File: src/rtl/half_load_sequencer.sv
// rtl/half_load_sequencer.sv - two-requester 16-bit write sequencer over an 8-bit half-value bus (option: HLS_ROUND_ROBIN_EN)
module half_load_sequencer #(
    parameter int NUM_REGS = 4,
    parameter int IDX_W    = 2
) (
    input  logic                clock,
    input  logic                reset,
    input  logic                req0_valid,
    input  logic [IDX_W-1:0]    req0_idx,
    input  logic [15:0]         req0_data,
    output logic                req0_ready,
    input  logic                req1_valid,
    input  logic [IDX_W-1:0]    req1_idx,
    input  logic [15:0]         req1_data,
    output logic                req1_ready,
    output logic [7:0]          halfvalue_out,
    output logic [NUM_REGS-1:0] loadhigh,
    output logic [NUM_REGS-1:0] loadlow,
    output logic                busy,
    output logic                done,
    output logic                done_id
);

    typedef enum logic [1:0] {
        IDLE = 2'd0,
        HIGH = 2'd1,
        LOW  = 2'd2
    } state_t;

    state_t           state;
    logic [IDX_W-1:0] idx_q;
    logic [7:0]       data_lo_q;
    logic             id_q;

    logic             pick1;
    logic             open_window;
    logic             accept;
    logic [IDX_W-1:0] acc_idx;
    logic [15:0]      acc_data;

    // One-hot strobe decode; an index at or beyond NUM_REGS selects nothing
    function automatic logic [NUM_REGS-1:0] decode(input logic [IDX_W-1:0] i);
        logic [NUM_REGS-1:0] v;
        v = '0;
        for (int r = 0; r < NUM_REGS; r++) begin
            if (i == IDX_W'(r)) begin
                v[r] = 1'b1;
            end
        end
        return v;
    endfunction

`ifdef HLS_ROUND_ROBIN_EN
    // Requester that won the most recent accept; reset value lets requester 0 win the first tie
    logic last_grant;

    // Tie goes to the requester that did not win last time
    always_comb begin
        pick1 = (req0_valid && req1_valid) ? ~last_grant : req1_valid;
    end
`else
    // Fixed priority: requester 1 only wins when requester 0 is idle
    always_comb begin
        pick1 = req1_valid && !req0_valid;
    end
`endif

    // Ready is offered only outside HIGH and never while reset is held low
    always_comb begin
        open_window = reset && (state != HIGH);
        req0_ready  = open_window && req0_valid && !pick1;
        req1_ready  = open_window && req1_valid && pick1;
        accept      = req0_ready || req1_ready;
        acc_idx     = pick1 ? req1_idx  : req0_idx;
        acc_data    = pick1 ? req1_data : req0_data;
    end

    // State machine with registered bus, strobes and completion outputs
    always_ff @(posedge clock) begin
        if (!reset) begin
            state         <= IDLE;
            idx_q         <= '0;
            data_lo_q     <= '0;
            id_q          <= 1'b0;
            halfvalue_out <= '0;
            loadhigh      <= '0;
            loadlow       <= '0;
            busy          <= 1'b0;
            done          <= 1'b0;
            done_id       <= 1'b0;
`ifdef HLS_ROUND_ROBIN_EN
            last_grant    <= 1'b1;
`endif
        end else begin
            halfvalue_out <= '0;
            loadhigh      <= '0;
            loadlow       <= '0;
            done          <= 1'b0;
            case (state)
                IDLE, LOW: begin
                    if (accept) begin
                        state         <= HIGH;
                        busy          <= 1'b1;
                        idx_q         <= acc_idx;
                        data_lo_q     <= acc_data[7:0];
                        id_q          <= pick1;
                        loadhigh      <= decode(acc_idx);
                        halfvalue_out <= acc_data[15:8];
`ifdef HLS_ROUND_ROBIN_EN
                        last_grant    <= pick1;
`endif
                    end else begin
                        state <= IDLE;
                        busy  <= 1'b0;
                    end
                end
                HIGH: begin
                    state         <= LOW;
                    busy          <= 1'b1;
                    loadlow       <= decode(idx_q);
                    halfvalue_out <= data_lo_q;
                    done          <= 1'b1;
                    done_id       <= id_q;
                end
                default: begin
                    state <= IDLE;
                    busy  <= 1'b0;
                end
            endcase
        end
    end

endmodule
File: config.mk
export PLATFORM = sky130hd
export DESIGN_NAME = half_load_sequencer
export DESIGN_NICKNAME = d
export VERILOG_FILES = /design/src/rtl/half_load_sequencer.sv
export SDC_FILE = /design/constraint.sdc
export NUM_CORES = 1
export LEC_CHECK = 0
export ABC_AREA = 1
export CAP_MARGIN = 10
export CORE_UTILIZATION = 43
export DETAILED_ROUTE_END_ITERATION = 8
export PLACE_DENSITY = 0.89
export REMOVE_ABC_BUFFERS = 1
export SLEW_MARGIN = 20
export SYNTH_ARGS = -nofsm -noshare
export SYNTH_HDL_FRONTEND = slang
export SYNTH_SLANG_ARGS = --single-unit
File: constraint.sdc
create_clock -name clock -period 2 [get_ports clock]
set_input_delay 0.4 -clock clock [delete_from_list [all_inputs] [get_ports clock]]
set_output_delay 0.4 -clock clock [all_outputs]
set_load 0.01 [all_outputs]
==> Word level (Yosys, flattened, before mapping) <==
Cells that the tools add are included.
{ "word_totals": {"register_bits": 32, "out_inout_bits": 21} }
{ "op_classes": {"n_eq_ne": 9, "muxes": 17, "reduce_logical": 16} }
{ "op_table": {"columns": ["operator", "count"], "rows": [
  ["$mux W16", 1],
  ["$pmux W8 S2", 1],
  ["$mux W1", 11],
  ["$eq A2 B2 Y1 const B", 5],
  ["$mux W8", 1],
  ["$eq A2 B1 Y1 const B", 3],
  ["$logic_and A1 B1 Y1", 6],
  ["$logic_not A2 Y1", 3],
  ["$pmux W2 S2", 1],
  ["$reduce_and A2 Y1", 2],
  ["$reduce_and A3 Y1", 1],
  ["$logic_not A1 Y1", 2],
  ["$mux W2", 1],
  ["$ne A2 B1 Y1 const B", 1],
  ["$pmux W1 S2", 1],
  ["$reduce_or A2 Y1", 1],
  ["$logic_or A1 B1 Y1", 1]
]} }

==> Logic depth before layout (Yosys ltp) <==
{ "depth": {"depth_word": 7, "mapped_depth": 7, "mapped_depth_nobuf": 6} }

==> Worst setup path after synthesis <==
OpenSTA, ideal clock, no wires.
{ "synth_path": {"kind": "input-to-output", "startpoint": "input reset", "endpoint": "output req0_ready", "t_arrival_ps": 957, "required_ps": 1600, "slack_ps": 643, "stages": 4, "path_cell_list": "clkbuf_2 > buf_2 > nand2_1 > nor2_1"} }
{ "synth_between": {"elab_chain_len": 3} }
{ "synth_lines": {"columns": ["item", "line", "rtl"], "rows": [
  ["start: declaration", "7", "input logic reset,"],
  ["$logic_and A1 B1 Y1", "70", "open_window = reset && (state != HIGH);"],
  ["$logic_and A1 B1 Y1 (2 in series)", "71", "req0_ready = open_window && req0_valid && !pick1;"],
  ["end: declaration", "11", "output logic req0_ready,"]
]} }
Every way passes these cells.

==> Worst setup path in the final report <==
{ "layout_path": {"startpoint": "input reset", "endpoint": "output req1_ready"} }
{ "layout_between": {"elab_chain_len": 3} }
{ "layout_lines": {"columns": ["item", "line", "rtl"], "rows": [
  ["$logic_and A1 B1 Y1", "70", null],
  ["$logic_and A1 B1 Y1 (2 in series)", "72", "req1_ready = open_window && req1_valid && pick1;"],
  ["end: declaration", "15", "output logic req1_ready,"]
]} }
Every way passes these cells.

==> impl_metrics.json <==
{
  "clkSinkCount": 31,
  "setup_violations": 0,
  "power_density_nw_per_um2": 638,
  "numCtsBuffers": 5,
  "drt-total-wl_mm": 3.43,
  "violations": "DRC",
  "reg2reg_slack_ns": 0.86,
  "coreArea_um2": 2810,
  "cp-end-kind": "output pin",
  "slew_violations": 0,
  "path_max_fanout": 2,
  "antenna_found_initial": 0,
  "crit_path_start_kind": "primary input",
  "synth_cell_type_count": 17,
  "viasPerCell": 5.04,
  "detail-route-antenna-nets": 0,
  "drt-initial-drc-count": 54,
  "grt_setup_unrepaired": "no",
  "status": "finished, violations left",
  "netlist_area_um2": 1290,
  "fmax_mhz": 557,
  "insertedDiodeCount": 0,
  "fillers": 255,
  "nets": 284,
  "firstDrtPassIters": 6,
  "crit_end": "req1_ready",
  "skew_ns": 0.00347,
  "drive_gt1_share_pct": 9.05,
  "worst_pin_slew_ns": 0.423,
  "num_rows": 19,
  "yosysWarnings": 0,
  "cts_tree": "built",
  "p_leak_uw": 0.000870,
  "vias": 1382,
  "final_cells": 274,
  "fin_ws_ns": 0.203,
  "synth_area_per_cell_um2": 7.32,
  "area.growth.synth_to_final_pct": 53.9,
  "initial_core_util_pct": 45.9,
  "crit_start": "reset",
  "hp-class": "reg -> reg",
  "cts.clk_slew.worst_paths_ns": 0.08,
  "finalHoldViolCount": 0,
  "cp_data_required_time_ns": 1.60,
  "rr_endpoint": "idx_q[1]",
  "ys_seq_area_share_pct": 48.2,
  "period_needed_ns": 1.80,
  "worst-r2r-cell-count": 6,
  "cp.arrival_ns": 1.40,
  "hpwlAfterDp_mm": 2.59,
  "htree_levels": 2,
  "grt_max_degree": 21,
  "wire_per_inst_um": 12.5,
  "chipWidth_um": 56.7,
  "dieArea_um2": 3220,
  "die_h_um": 56.7,
  "clock_latency_ns": 0.32,
  "drcViolationCount": 8,
  "io_pins": 61,
  "max_slew_margin_pct": 71.5,
  "tns_ns": 0,
  "maxCapViolations": 0,
  "postCtsSetupRepairBufs": 0,
  "worstSetupPathType": "in -> out",
  "grt_usage_pct": 23.5,
  "clockBufferDepth": 2,
  "place_ws_ns": -0.0572,
  "ir_worst_vdd_v": 0.000546,
  "grt_pass1_wl_mm": 5.69,
  "ys_ff_latch": 31,
  "reg2reg_from": "state[0]",
  "syn-instance-count": 176,
  "final.period_utilization_pct": 89.8,
  "io_buffers": 60,
  "globalplace.congestion": 0.782,
  "placed_cells": 268,
  "root_buffer": "clkbuf_4",
  "overflow": 0,
  "whs_ns": 0.457,
  "grt_pass1_vias": 1358
}
## metal layers
metal,share of wire (%),vias to the layer above,global-route usage (%)
met4,3.6,0,13.2
met2,49,51,40.3
li1,-,693,-
met3,7.3,13,8.99
met5,0,-,0
met1,40,625,24.5
## sequential cells by signal, indices dropped and copies added, names as in the netlist
| signal | flops |
|---|---|
| busy | 1 |
| data_lo_q | 8 |
| done | 1 |
| done_id | 1 |
| halfvalue_out | 8 |
| id_q | 1 |
| idx_q | 2 |
| loadhigh | 4 |
| loadlow | 4 |
| state | 1 |
## kinds of logic after synthesis
| family | synth area share (%) |
|---|---|
| flip-flops | 48.2 |
| AND/OR/NAND/NOR | 28.4 |
| AO/OA/AOI/OAI | 11.3 |
| buffers and inverters | 12.1 |
## critical path: stages
cell             delay (ns)
clkdlybuf4s50_1        0.54
nand2_1                0.10
nor2_1                 0.09
dlygate4sd2_1          0.27
## power by group
part	switching, uW	total [uW]	internal, uW
logic	124	274	150
registers	19.3	679	659
clock network	188	313	125
total	332	1270	934
## worst min-delay path by stage
stage,from,endpoint,slack (ns),cells past startpoint
2_1_floorplan,id_q,done_id,0.42,2
3_3_place_gp,id_q,done_id,0.44,2
3_5_place_dp,id_q,done_id,0.44,2
4_1_cts,id_q,done_id,0.46,2
5_1_grt,id_q,done_id,0.48,2
6_report,id_q,done_id,0.46,2
## cells in the mapped netlist (all sizes together)
master	instances	share of area [%]
dfxtp	31	48
nand2	29	8.4
inv	26	7.6
nand3	26	10
o21ai	21	8.2
nor2	20	6.8
a21oi	8	3.1
buf	8	4.2
nor3	6	3.1
clkbuf	1	0.39
## placed cells by master (no fill, tap or decap)
master / n
clkdlybuf4s50_1: 58
dfxtp_1: 31
nand2_1: 29
nand3_1: 26
inv_1: 24
nor2_1: 17
o21ai_1: 11
o21ai_0: 10
buf_4: 10
a21oi_1: 8
clkbuf_4: 5
nor3_1: 4
inv_2: 2
nor2_2: 2
nor3_2: 2
dlygate4sd2_1: 2
nor2_4: 1
clkbuf_1: 1
## final cells by class
type / instances / area (um^2) / share of cell area (%)
multi-input cells: 110 / 512 / 25.8
well taps: 31 / 38.8 / 1.96
repair buffers: 70 / 673 / 33.9
inverters: 26 / 97.6 / 4.92
flip-flops and latches: 31 / 621 / 31.3
clock buffers: 6 / 41.3 / 2.08
## metrics by stage
step	cell area, um^2	utilization [%]	power, uW
3_5_place_dp	1940	69.3	968
4_1_cts	1980	70.7	1270
5_1_grt	1980	70.7	1340
3_3_place_gp	1940	69.3	957
2_1_floorplan	1230	-	794
6_report	1980	70.7	1270
## repair_timing
action                                  CTS  global route
resized for setup                         2             0
hold buffers                              0             0
endpoints found under the setup margin    2             0
(Power assumes the default switching activity.)
